File: src/rtl/simon_pkg.sv
// ---------------------------------------------------------------------------
// simon_pkg
//   Shared definitions for the Simon Says blocks: colour codes, the playback
//   state encoding, the maximum sequence length and the colour-to-LED decode.
//   No ports (package).
// ---------------------------------------------------------------------------
package simon_pkg;

    // 2-bit colour codes as stored in the sequence word
    localparam logic [1:0] RED = 2'd0;
    localparam logic [1:0] GRN = 2'd1;
    localparam logic [1:0] BLU = 2'd2;
    localparam logic [1:0] YEL = 2'd3;

    // The 32-bit sequence word holds 16 two-bit steps
    localparam int MAX_STEPS = 16;

    typedef enum logic [1:0] {
        IDLE = 2'd0,
        ON   = 2'd1,
        GAP  = 2'd2,
        DONE = 2'd3
    } play_state_t;

    // One-hot LED pattern for a colour code
    function automatic logic [3:0] colour_onehot(input logic [1:0] code);
        logic [3:0] pattern;
        case (code)
            RED:     pattern = 4'b0001;
            GRN:     pattern = 4'b0010;
            BLU:     pattern = 4'b0100;
            YEL:     pattern = 4'b1000;
            default: pattern = 4'b0000;
        endcase
        return pattern;
    endfunction

endpackage

File: src/rtl/seq_phase_timer.sv
// ---------------------------------------------------------------------------
// seq_phase_timer
//   Loadable down-counter that times one ON or GAP phase. A load takes
//   priority; otherwise the count decrements and holds at zero, so it never
//   wraps.
// Ports
//   clk       in   1      system clock
//   rst_n     in   1      asynchronous active-low reset (count -> 0)
//   load      in   1      load load_val on the next edge
//   load_val  in   CNT_W  value to load (phase length minus one)
//   zero      out  1      count is zero (last cycle of the phase)
// ---------------------------------------------------------------------------
module seq_phase_timer #(
    parameter int CNT_W = 24
) (
    input  logic             clk,
    input  logic             rst_n,
    input  logic             load,
    input  logic [CNT_W-1:0] load_val,
    output logic             zero
);

    logic [CNT_W-1:0] count;

    always_ff @(posedge clk or negedge rst_n) begin
        if (!rst_n) begin
            count <= '0;
        end else if (load) begin
            count <= load_val;
        end else if (count != '0) begin
            count <= count - 1'b1;
        end
    end

    assign zero = (count == '0);

endmodule

File: src/rtl/seq_player.sv
// ---------------------------------------------------------------------------
// seq_player
//   Plays the stored Simon Says colour sequence on four LEDs. On start the
//   sequence word and the clamped level are snapshotted; the first lvl steps
//   are then shown, each lit for an ON phase and followed by a dark GAP
//   phase, after which done pulses for one cycle.
//
//   All outputs are registered from the current FSM state, so they trail the
//   state register by one cycle: start sampled at edge N shows the first LED
//   after edge N+1, and done is high for the single cycle after the DONE
//   state.
//
//   Optional feature macro: SEQ_PLAYER_SPEEDUP_EN
//     defined   : when lvl >= 8 each ON phase lasts max(ON_CYCLES>>1, 1) cycles
//     undefined : ON phase is always ON_CYCLES cycles
//
// Ports
//   clk       in   1   system clock
//   rst_n     in   1   asynchronous active-low reset
//   start     in   1   one-cycle playback request, only honoured in IDLE
//   level     in   5   steps to play; 0 = none, values above 16 clamp to 16
//   seq_in    in   32  sequence word, step k in bits [2k+1:2k]
//   busy      out  1   high while steps are playing
//   done      out  1   one-cycle pulse at the end of playback
//   led       out  4   one-hot colour of the current step, 0 when dark
//   step_idx  out  4   index of the step currently shown
// ---------------------------------------------------------------------------
module seq_player
    import simon_pkg::*;
#(
    parameter int CNT_W      = 24,
    parameter int ON_CYCLES  = 12_500_000,
    parameter int GAP_CYCLES = 6_250_000
) (
    input  logic        clk,
    input  logic        rst_n,
    input  logic        start,
    input  logic [4:0]  level,
    input  logic [31:0] seq_in,
    output logic        busy,
    output logic        done,
    output logic [3:0]  led,
    output logic [3:0]  step_idx
);

    // Timer load values are phase length minus one: the phase ends on the
    // cycle the timer reads zero.
    localparam logic [CNT_W-1:0] ON_LOAD  = CNT_W'(ON_CYCLES - 1);
    localparam logic [CNT_W-1:0] GAP_LOAD = CNT_W'(GAP_CYCLES - 1);
`ifdef SEQ_PLAYER_SPEEDUP_EN
    localparam int               ON_FAST      = ((ON_CYCLES >> 1) < 1) ? 1 : (ON_CYCLES >> 1);
    localparam logic [CNT_W-1:0] ON_FAST_LOAD = CNT_W'(ON_FAST - 1);
`endif

    play_state_t      state;
    logic [31:0]      snapshot;
    logic [4:0]       lvl;
    logic [3:0]       cur_step;

    logic [4:0]       level_clamped;
    logic             last_step;
    logic [CNT_W-1:0] on_load_start;
    logic [CNT_W-1:0] on_load_run;
    logic             tmr_load;
    logic [CNT_W-1:0] tmr_val;
    logic             tmr_zero;

    assign level_clamped = (level > 5'(MAX_STEPS)) ? 5'(MAX_STEPS) : level;
    assign last_step     = ({1'b0, cur_step} == (lvl - 5'd1));

    // ON length is chosen from the incoming level at start and from the
    // latched lvl afterwards, since lvl is not yet valid at the start edge.
`ifdef SEQ_PLAYER_SPEEDUP_EN
    assign on_load_start = (level_clamped >= 5'd8) ? ON_FAST_LOAD : ON_LOAD;
    assign on_load_run   = (lvl >= 5'd8) ? ON_FAST_LOAD : ON_LOAD;
`else
    assign on_load_start = ON_LOAD;
    assign on_load_run   = ON_LOAD;
`endif

    // Timer reloads on every phase entry; in all other cycles it counts down
    // and rests at zero.
    always_comb begin
        tmr_load = 1'b0;
        tmr_val  = '0;
        case (state)
            IDLE: begin
                if (start && (level_clamped != 5'd0)) begin
                    tmr_load = 1'b1;
                    tmr_val  = on_load_start;
                end
            end
            ON: begin
                if (tmr_zero) begin
                    tmr_load = 1'b1;
                    tmr_val  = GAP_LOAD;
                end
            end
            GAP: begin
                if (tmr_zero && !last_step) begin
                    tmr_load = 1'b1;
                    tmr_val  = on_load_run;
                end
            end
            default: begin
            end
        endcase
    end

    seq_phase_timer #(
        .CNT_W (CNT_W)
    ) u_timer (
        .clk      (clk),
        .rst_n    (rst_n),
        .load     (tmr_load),
        .load_val (tmr_val),
        .zero     (tmr_zero)
    );

    // Control FSM with snapshot, level and step registers
    always_ff @(posedge clk or negedge rst_n) begin
        if (!rst_n) begin
            state    <= IDLE;
            snapshot <= '0;
            lvl      <= '0;
            cur_step <= '0;
        end else begin
            case (state)
                IDLE: begin
                    if (start) begin
                        snapshot <= seq_in;
                        lvl      <= level_clamped;
                        cur_step <= '0;
                        state    <= (level_clamped == 5'd0) ? DONE : ON;
                    end
                end
                ON: begin
                    if (tmr_zero) begin
                        state <= GAP;
                    end
                end
                GAP: begin
                    if (tmr_zero) begin
                        if (last_step) begin
                            cur_step <= '0;
                            state    <= DONE;
                        end else begin
                            cur_step <= cur_step + 4'd1;
                            state    <= ON;
                        end
                    end
                end
                DONE: begin
                    state <= IDLE;
                end
                default: begin
                    state <= IDLE;
                end
            endcase
        end
    end

    // Registered outputs decoded from the current state
    always_ff @(posedge clk or negedge rst_n) begin
        if (!rst_n) begin
            led      <= '0;
            busy     <= 1'b0;
            done     <= 1'b0;
            step_idx <= '0;
        end else begin
            led      <= (state == ON) ? colour_onehot(snapshot[{cur_step, 1'b0} +: 2]) : 4'b0000;
            busy     <= (state == ON) || (state == GAP);
            done     <= (state == DONE);
            step_idx <= ((state == ON) || (state == GAP)) ? cur_step : 4'd0;
        end
    end

endmodule

File: config.mk
export PLATFORM = sky130hd
export DESIGN_NAME = seq_player
export DESIGN_NICKNAME = d
export VERILOG_FILES = /design/src/rtl/simon_pkg.sv /design/src/rtl/seq_phase_timer.sv /design/src/rtl/seq_player.sv
export SDC_FILE = /design/constraint.sdc
export NUM_CORES = 1
export LEC_CHECK = 0
export CAP_MARGIN = 10
export CELL_PAD_IN_SITES_DETAIL_PLACEMENT = 0
export CELL_PAD_IN_SITES_GLOBAL_PLACEMENT = 2
export CORE_AREA = 2 2 98 100
export CTS_CLUSTER_DIAMETER = 30
export DETAILED_ROUTE_END_ITERATION = 10
export DIE_AREA = 0 0 100 102
export DONT_BUFFER_PORTS = 1
export PLACE_DENSITY = 0.95
export SYNTH_ARGS = -nofsm -noshare
export SYNTH_HDL_FRONTEND = slang
export SYNTH_HIERARCHICAL = 1
export SYNTH_SLANG_ARGS = --single-unit
File: constraint.sdc
create_clock -name clk -period 4.6 [get_ports clk]
set_input_delay 0.92 -clock clk [delete_from_list [all_inputs] [get_ports clk]]
set_output_delay 0.92 -clock clk [all_outputs]
set_load 0.01 [all_outputs]
# Word level (Yosys, flattened, before mapping)
# Index checks and enable logic that the tools add are counted.
[op_classes]
addsub = 3
order_cmp = 1
eq_ne = 10
shifts = 1
n_mux = 24
reduce_logical = 15
[ops]
columns = ["operator", "count"]
rows = [
  ["24-bit two-way mux", 4],
  ["24-bit case mux with 3 select lines", 1],
  ["32-bit by 6-bit indexed part select with 2-bit output", 1],
  ["24-bit zero test", 1],
  ["24-bit nonzero test", 1],
  ["24-bit by 1-bit subtractor with 24-bit output, second input constant", 1],
  ["23-bit two-way mux", 1],
  ["4-bit two-way mux", 5],
  ["4-bit case mux with 4 select lines", 1],
  ["2-bit two-way mux", 5],
  ["2-bit == test, second input constant", 4],
  ["2-bit case mux with 4 select lines", 1],
  ["4-bit case mux with 2 select lines", 1],
  ["2-bit != test, second input constant", 3],
  ["3-bit AND reduction", 2],
  ["4-bit by 5-bit == test with 1-bit output", 1],
  ["5-bit greater-than comparator, second input constant", 1],
  ["5-bit zero test", 1],
  ["5-bit two-way mux", 1],
  ["5-bit nonzero test", 1],
  ["5-bit by 1-bit subtractor with 5-bit output, second input constant", 1],
  ["4-bit by 1-bit adder with 4-bit output, second input constant", 1],
  ["2-bit by 1-bit == test with 1-bit output, second input constant", 2],
  ["2-bit zero test", 2],
  ["7 further kinds", 11],
]
[word_totals]
reg_bits = 77
in_bits = 40
out_inout_bits = 10
wordCells = 63

# Longest topological paths before layout
[logic_depth]
depth_word = 7
mapped_depth = 13
ltp_nobuf = 10

# By module
# The synthesis kept the hierarchy.
[by_module_without_submodules]
columns = ["module", "instances", "cells_each", "area_each_um2", "seq_area_each_um2"]
rows = [
  ["seq_player", 1, 201, 2552.4, 1326.3],
  ["seq_phase_timer", 1, 164, 1506.4, 600.6],
]

# Least setup slack after synthesis
# Ideal clock, no wire load.
[synth_path]
kind = "register to register"
startpoint = "register u_timer.count[6]"
endpoint = "register u_timer.count[10]"
setup_time_ps = 125
arrival_ps = 3072
t_required_ps = 4475
path_slack_ps = 1403
stages_incl_launch_ff = 11
path_buffers = 3
period_less_slack_ps = 3197
path_cell_list = "dfrtp_1 nor4_2 nand4_1 nor2_1 clkbuf_1 nor2_1 a211oi_1 clkbuf_1 inv_1 clkbuf_1 mux2_2"
[synth_via]
elab_chain_cells = 5
word_cells_on_any_way = 13
classes_between = "add/sub (1); mux (8); reduce/logical (4)"
[synth_lines]
columns = ["item", "line", "text"]
rows = [
  ["start, declared", "seq_phase_timer.sv:23", "logic [CNT_W-1:0] count;"],
  ["start signal, assigned", "seq_phase_timer.sv:29", "count <= load_val;"],
  ["start signal, assigned", "seq_phase_timer.sv:31", "count <= count - 1'b1;"],
  ["24-bit zero test (*)", "seq_phase_timer.sv:35", "assign zero = (count == '0);"],
  ["named net tmr_zero", "seq_player.sv:66", "logic tmr_zero;"],
  ["1-bit logical AND", "seq_player.sv:100", "if (tmr_zero && !last_step) begin"],
  ["1-bit two-way mux", "seq_player.sv:100", ""],
  ["1-bit case mux with 3 select lines (*)", "seq_player.sv:86", "case (state)"],
  ["named net tmr_load", "seq_player.sv:64", "logic tmr_load;"],
  ["24-bit two-way mux / 2-bit nonzero test (equally long branches)", "--", ""],
]
# Mark *: on every way through the listed nets, which the timed path passes. The rest lies on a longest branch. The select of a mux whose other input is x is not followed.
# A chain may end at the register's enable or synchronous reset.

# Worst setup path in the final report
[layout_path]
startpoint = "register u_timer.count[16]"
endpoint = "register u_timer.count[12]"
# Same word-level chain as after synthesis.

==> reports/metrics.json <==
{
  "die": {
    "core.rowCount": 35,
    "width_of_the_die_um": 100,
    "num_io_pins": 50,
    "placeableCoreArea_mm2": 0.00911,
    "die_area_mm2": 0.0102,
    "fp.dieH_um": 102,
    "start_util_pct": 44.6
  },
  "worst_setup_path": {
    "cp_data_required_time_ns": 4.84,
    "cp_slowest_stage_delay_ns": 0.64,
    "worstRegToRegCells": 8,
    "startpoint_type": "register",
    "timing.critical_path.cells": "nor4_1 > nand4b_1 > nor2_1 > buf_4 > nor2_1 > a211oi_4 > inv_1 > mux2_2",
    "critical_path.slowest_cell": "a211oi_4",
    "cp.depth": 8,
    "worstPathMaxFanout": 22,
    "cp.arrival_ns": 3.58,
    "critPathMostFrequentCell": "nor2_1",
    "cpLargestDelayFamily": "simple AND/OR/NAND/NOR gates",
    "endpoint_kind": "register",
    "criticalPathCategory": "register to register",
    "critical_path.n_buffers_inverters": 2
  },
  "route": {
    "detail_route.iter0.violations": 73,
    "drt-pass1-iter-count": 4,
    "routedWlPerCell_um": 16.5,
    "wirelength_um": 7900,
    "viasPerCell": 5.56,
    "drt_drc_violations_left": 0,
    "route.vias.total": 2671,
    "ant_nets": 0
  },
  "clock_network": {
    "cts_num_sinks": 77,
    "max-clock-path-buffers": 2,
    "worst_setup_hold_path_clk_slew_ns": 0.09,
    "tritoncts.num_buffers": 9,
    "cts_hold_repair.buffers": 0,
    "post_cts_resize_count": 0,
    "post-cts-setup-buffer-count": 0,
    "tritoncts": "done",
    "clock_tree.htree_level_count": 3,
    "master_cell_of_the_clock_root_buffer": "clkbuf_8",
    "clk-insertion-delay-late_ns": 0.36
  },
  "power_and_ir_drop": {
    "p_leak_uw": 0.00182,
    "power.ir.vdd_worst_mv": 0.306,
    "pwr_density_cell_mw_per_mm2": 643
  },
  "placement": {
    "place_hpwl_um": 5570,
    "dpl_cell_area_mm2": 0.00415,
    "preCtsSetupSlack_ns": 1.34,
    "io_buffers": 0,
    "place.gp.congestion": 0.733
  },
  "timing": {
    "final.period_utilization_pct": 72.6,
    "max_clock_freq_ghz": 0.299,
    "fin_worst_hold_slack_ns": 0.250,
    "rsz0062_at_grt": "false",
    "worst_slack_ns": 1.26,
    "worstMarginPinSlew_ns": 0.721,
    "finalSetupTns_ns": 0,
    "final-setup-viol-count": 0,
    "post-route-min-period_ns": 3.34,
    "post_route_clock_skew_ns": 0.0155,
    "hold_viol_final": 0,
    "timing.final.max_slew_violations": 0,
    "max_slew_margin_pct": 51.8
  },
  "logic_synthesis": {
    "count_of_flip_flops_with_a_built_in_enable_after_synthesis": 0,
    "synth_seq_area_share_pct": 47.5,
    "post_synth_inst_count": 365,
    "ys_top_cells_by_area": "dfrtp_1, mux2_2, mux4_1",
    "async_flop_share_pct": 100,
    "yosys_warnings": 6,
    "yosys.cell_types.count": 57,
    "post_synth_instance_area_mm2": 0.00406,
    "synth_largest_area_cell": "dfrtp_1",
    "syn_avg_cell_area_um2": 11.1,
    "postSynthRegisterBits": 77,
    "synth.top_cell.area_share_pct": 47.5,
    "synth_ff_type": "dfrtp_1"
  },
  "run": {
    "max_cap_violations": 0
  },
  "final_layout": {
    "antennaDiodeCount": 0,
    "area_delta_synth_final_pct": 7.49,
    "post_route_cells_drive_above_1_share_pct": 19.2,
    "layout.cell_area.non_filler_mm2": 0.00436,
    "layout.nets": 413,
    "fillers": 829
  },
  "global_route": {
    "grt_start_max_net_pins": 78,
    "grt_first_pass_wirelength_um": 13200,
    "global_route.overflow_total": 0,
    "antenna_found_initial": 0,
    "gr-usage-all-layers_pct": 16.6,
    "grt_pass1_vias": 2645
  },
  "min_path": {
    "worst_hold_check_path_type": "input port to asynchronous set/reset pin"
  },
  "status": {
    "run_status": "complete, no violations"
  }
}
[registers in the layout, indices dropped and copies added (netlist names)]
| name | count |
|---|---|
| lvl | 5 |
| snapshot | 32 |
| done | 1 |
| state | 2 |
| step_idx | 4 |
| led | 4 |
| busy | 1 |
| u_timer/count | 24 |
| cur_step | 4 |
[cells in the mapped netlist, types with 3 or more instances]
cell type and count:
a21oi_1 9, a31oi_1 4, and2_1 4, buf_1 3
buf_6 3, clkbuf_1 11, dfrtp_1 77, ha_1 9
inv_1 11, mux2_2 37, mux2i_1 3, mux4_1 7
nand2_1 38, nand2b_1 5, nand3_1 8, nor2_1 23
nor3_1 7, nor4_1 3, o211ai_1 3, o21ai_0 24
o31ai_1 7, or3_1 3, or4_1 6, xnor2_1 8
xor2_1 13
[power breakdown]
group | switching (µW) | internal [µW]
Combinational | 535 | 523
Sequential | 232 | 972
Clock | 279 | 264
Total | 1050 | 1760
[kinds of logic (layout without fill, tap and decap cells)]
logic type      after synthesis  in the layout  share of synthesized area (%)
xor+xnor                     21             21                           4.53
fa+ha+maj                     9              9                           2.77
buf+inv                      29             30                           3.27
flops                        77             77                           47.5
simple gates                123            123                           16.6
compound gates               56             56                           8.63
other cells                   1              4                         0.0924
mux                          49             49                           16.6
[through the flow]
step | instances | total power, µW | util (%)
3_3_place_gp | 464 | 2220 | 45.6
6_report | 480 | 2800 | 47.9
2_1_floorplan | 368 | 2020 | -
5_1_grt | 480 | 3030 | 47.9
4_1_cts | 480 | 2830 | 47.9
3_5_place_dp | 464 | 2280 | 45.6
[placed cells by master (no fill, tap or decap), types with 5 or more instances in the layout]
| master | Yosys | layout |
|---|---|---|
| dfrtp_1 | 77 | 77 |
| nand2_1 | 38 | 38 |
| mux2_2 | 37 | 37 |
| o21ai_0 | 24 | 24 |
| nor2_1 | 23 | 23 |
| xor2_1 | 13 | 13 |
| inv_1 | 11 | 11 |
| a21oi_1 | 9 | 9 |
| ha_1 | 9 | 9 |
| clkbuf_8 | 0 | 9 |
| xnor2_1 | 8 | 8 |
| nand3_1 | 8 | 8 |
| nor3_1 | 7 | 7 |
| mux4_1 | 7 | 7 |
| o31ai_1 | 7 | 7 |
| or4_1 | 6 | 6 |
| nand2b_1 | 5 | 5 |
[path summary, 6_finish.rpt]
kind	end	start	slack, ns
max reg2reg	u_timer/count[12]	u_timer/count[16]	1.26
min reg2reg	snapshot[29]	snapshot[29]	0.51
max in group asynchronous	u_timer/count[22]	rst_n	4.17
min in group clk	snapshot[29]	snapshot[29]	0.51
min	u_timer/count[2]	rst_n	0.25
max	u_timer/count[12]	u_timer/count[16]	1.26
[area by class of cell]
| type | instances | area, µm² | area share (%) |
|---|---|---|---|
| clock inverters | 7 | 86.3 | 1.98 |
| multi-input cells | 262 | 2020 | 46.4 |
| inverters | 11 | 41.3 | 0.946 |
| well taps | 111 | 139 | 3.18 |
| repair buffers | 3 | 22.5 | 0.516 |
| clock buffers | 9 | 124 | 2.84 |
| flip-flops and latches | 77 | 1930 | 44.2 |
[per-layer routing]
layer / up-vias / wire length (µm) / track usage (%)
met5: - / 0 / 0
met4: 0 / 59 / 5.48
met3: 6 / 373 / 5.06
met2: 63 / 3960 / 27.0
met1: 1298 / 3510 / 21.4
li1: 1304 / - / -
(Power assumes the default switching activity.)
==> edit: new RTL, same flow settings <==
The option `SEQ_PLAYER_SPEEDUP_EN` is turned on by a define.
--- a/src/rtl/seq_player.sv
+++ b/src/rtl/seq_player.sv
@@ -25,6 +25,8 @@
 //   led       out  4   one-hot colour of the current step, 0 when dark
 //   step_idx  out  4   index of the step currently shown
 // ---------------------------------------------------------------------------
+`define SEQ_PLAYER_SPEEDUP_EN
+
 module seq_player
     import simon_pkg::*;
 #(
Function: no difference found for any inputs over 10 cycles, from zero or initial values and one cycle with rst_n low; that may be too few to reach the edited logic, so the function may still have changed.
==> edit against the unedited design <==
  * Wire length shrank 0.18%
  * Hold slack lost 0.012 ns
  * Cell area grew 0.46%
  * Sequential cell count is the same
  * Synthesized area grew 0.65%
  * Worst setup slack gained 0.062 ns
Power is not compared: it rests on default switching activity, and its combinational part moved more than twofold at a synthesized area within 25%.
==> edit: results (changes against the unedited design) <==
Synth
  – Compound-Gate Fraction of Synth Area: 8.06% (-0.58 points)
  – Synth Area in Adders: 3.06% (+0.29 points)
  – Synth area leaders: dfrtp_1 47%, mux2_2 11%, mux4_1 4.5%
  – Post-synthesis mux area share: 17.6% (+0.93 points)
  – Distinct cells, synth: 56 (-1.8%)
  – Number of synthesis warnings: 6 (unchanged)
  – Average size of a mapped cell: 11.3 µm² (+1.5%)
  – Sequential-to-total area share from yosys stat: 47.2% (-0.31 points)
  – Synth Area in XOR/XNOR: 4.50% (-0.029 points)
  – Synth top cells by count: 77 x dfrtp_1, 39 x mux2_2, 33 x nand2_1, 25 x o21ai_0, 24 x nor2_1

Setup path
  – Critical path's largest stage delay: 0.53 ns (-0.11 ns)
  – Crit-path leading delay family: simple AND/OR/NAND/NOR gates
  – Data arrival time of the worst path: 3.53 ns (-0.05 ns)
  – Maximum fanout along the worst path: 46 (+110%)
  – Critical-path top delay cell: nor2_1

Cells and area
  – Nets: 411 (-0.48%)
  – Fillcell total: 828 (-0.12%)
  – Layout cell share with drive strength beyond 1: 19.1% (-0.12 points)
  – Finished Layout Cells: 477 (-0.63%)

Place
  – Dpl cells: 461 (-0.65%)
  – Estimated wirelength of the detail-placed design: 5510 µm (-1.1%)
  – RD Place Congestion: 0.783 (+6.8%)

Status
  – Run status: complete, no violations

Global route
  – Met1 Usage GRT: 20.2% (-1.2 points)
  – Met3 Resource Use GR: 6.09% (+1.0 points)
  – All-layer global routing usage: 16.9% (+0.28 points)
  – Global-route wire length before repair: 13,200 µm (+0.27%)

Route
  – Final wirelength: 7890 µm (-0.18%)
  – Initial DRC count: 125 (+71%)
  – Initial DRT Pass Iterations: 5 (+1)
  – Via count: 2,705 (+1.3%)

STA
  – Setup TNS: 0 ns (unchanged)
  – Clock Skews: 0.0137 ns (-0.00179 ns)
  – Relative slew slack: 49.8% (-2.0 points)

Clocking
  – CTS resizes: 0 (unchanged)
edit: layer usage:
layer	part of all wire (%)	up-vias
met1	43	1326
li1	-	1304
met4	1.3	0
met2	50	63
met5	0	-
met3	6.4	12
edit: final timing paths:
check                           slack, ns                           from                       endpoint
worst max-delay path                 1.32  u_timer/count[12]$_DFFE_PN0P_  u_timer/count[14]$_DFFE_PN0P_
worst min-delay path                 0.24                          rst_n           state[0]$_DFFE_PN0P_
worst max register to register       1.32  u_timer/count[12]$_DFFE_PN0P_  u_timer/count[14]$_DFFE_PN0P_
worst min register to register       0.51        snapshot[8]$_DFFE_PN0P_        snapshot[8]$_DFFE_PN0P_
max in group asynchronous            4.24                          rst_n  u_timer/count[16]$_DFFE_PN0P_
min in group clk                     0.51        snapshot[8]$_DFFE_PN0P_        snapshot[8]$_DFFE_PN0P_
edit: layout make-up:
cell class,count,share of cell area (%)
well taps,111,3.17
clock buffers,9,2.83
repair buffers,2,0.343
multi-input cells,262,47.0
clock inverters,7,1.97
flip-flops and latches,77,44.0
inverters,9,0.771
edit: metrics by stage:
stage | instance area [µm²] | setup WS, ns
6_report | 4380 | 1.32
5_1_grt | 4380 | 0.995
4_1_cts | 4380 | 1.32
3_5_place_dp | 4170 | 1.33
3_3_place_gp | 4170 | 1.43
2_1_floorplan | 4100 | 1.48
edit: kinds of logic (layout without fill, tap and decap cells):
group | after synthesis | in the layout
flops | 77 | 77
mux | 53 | 53
compound gates | 54 | 54
xor+xnor | 21 | 21
fa+ha+maj | 10 | 10
simple gates | 120 | 120
other cells | 1 | 4
buf+inv | 26 | 27
edit: power by group:
| part | internal (W) | switching, W | total (W) |
|---|---|---|---|
| Combinational | 0.00000171 | 0.00000124 | 0.00000296 |
| Clock | 0.000264 | 0.000285 | 0.000549 |
| Sequential | 0.000676 | 0 | 0.000676 |
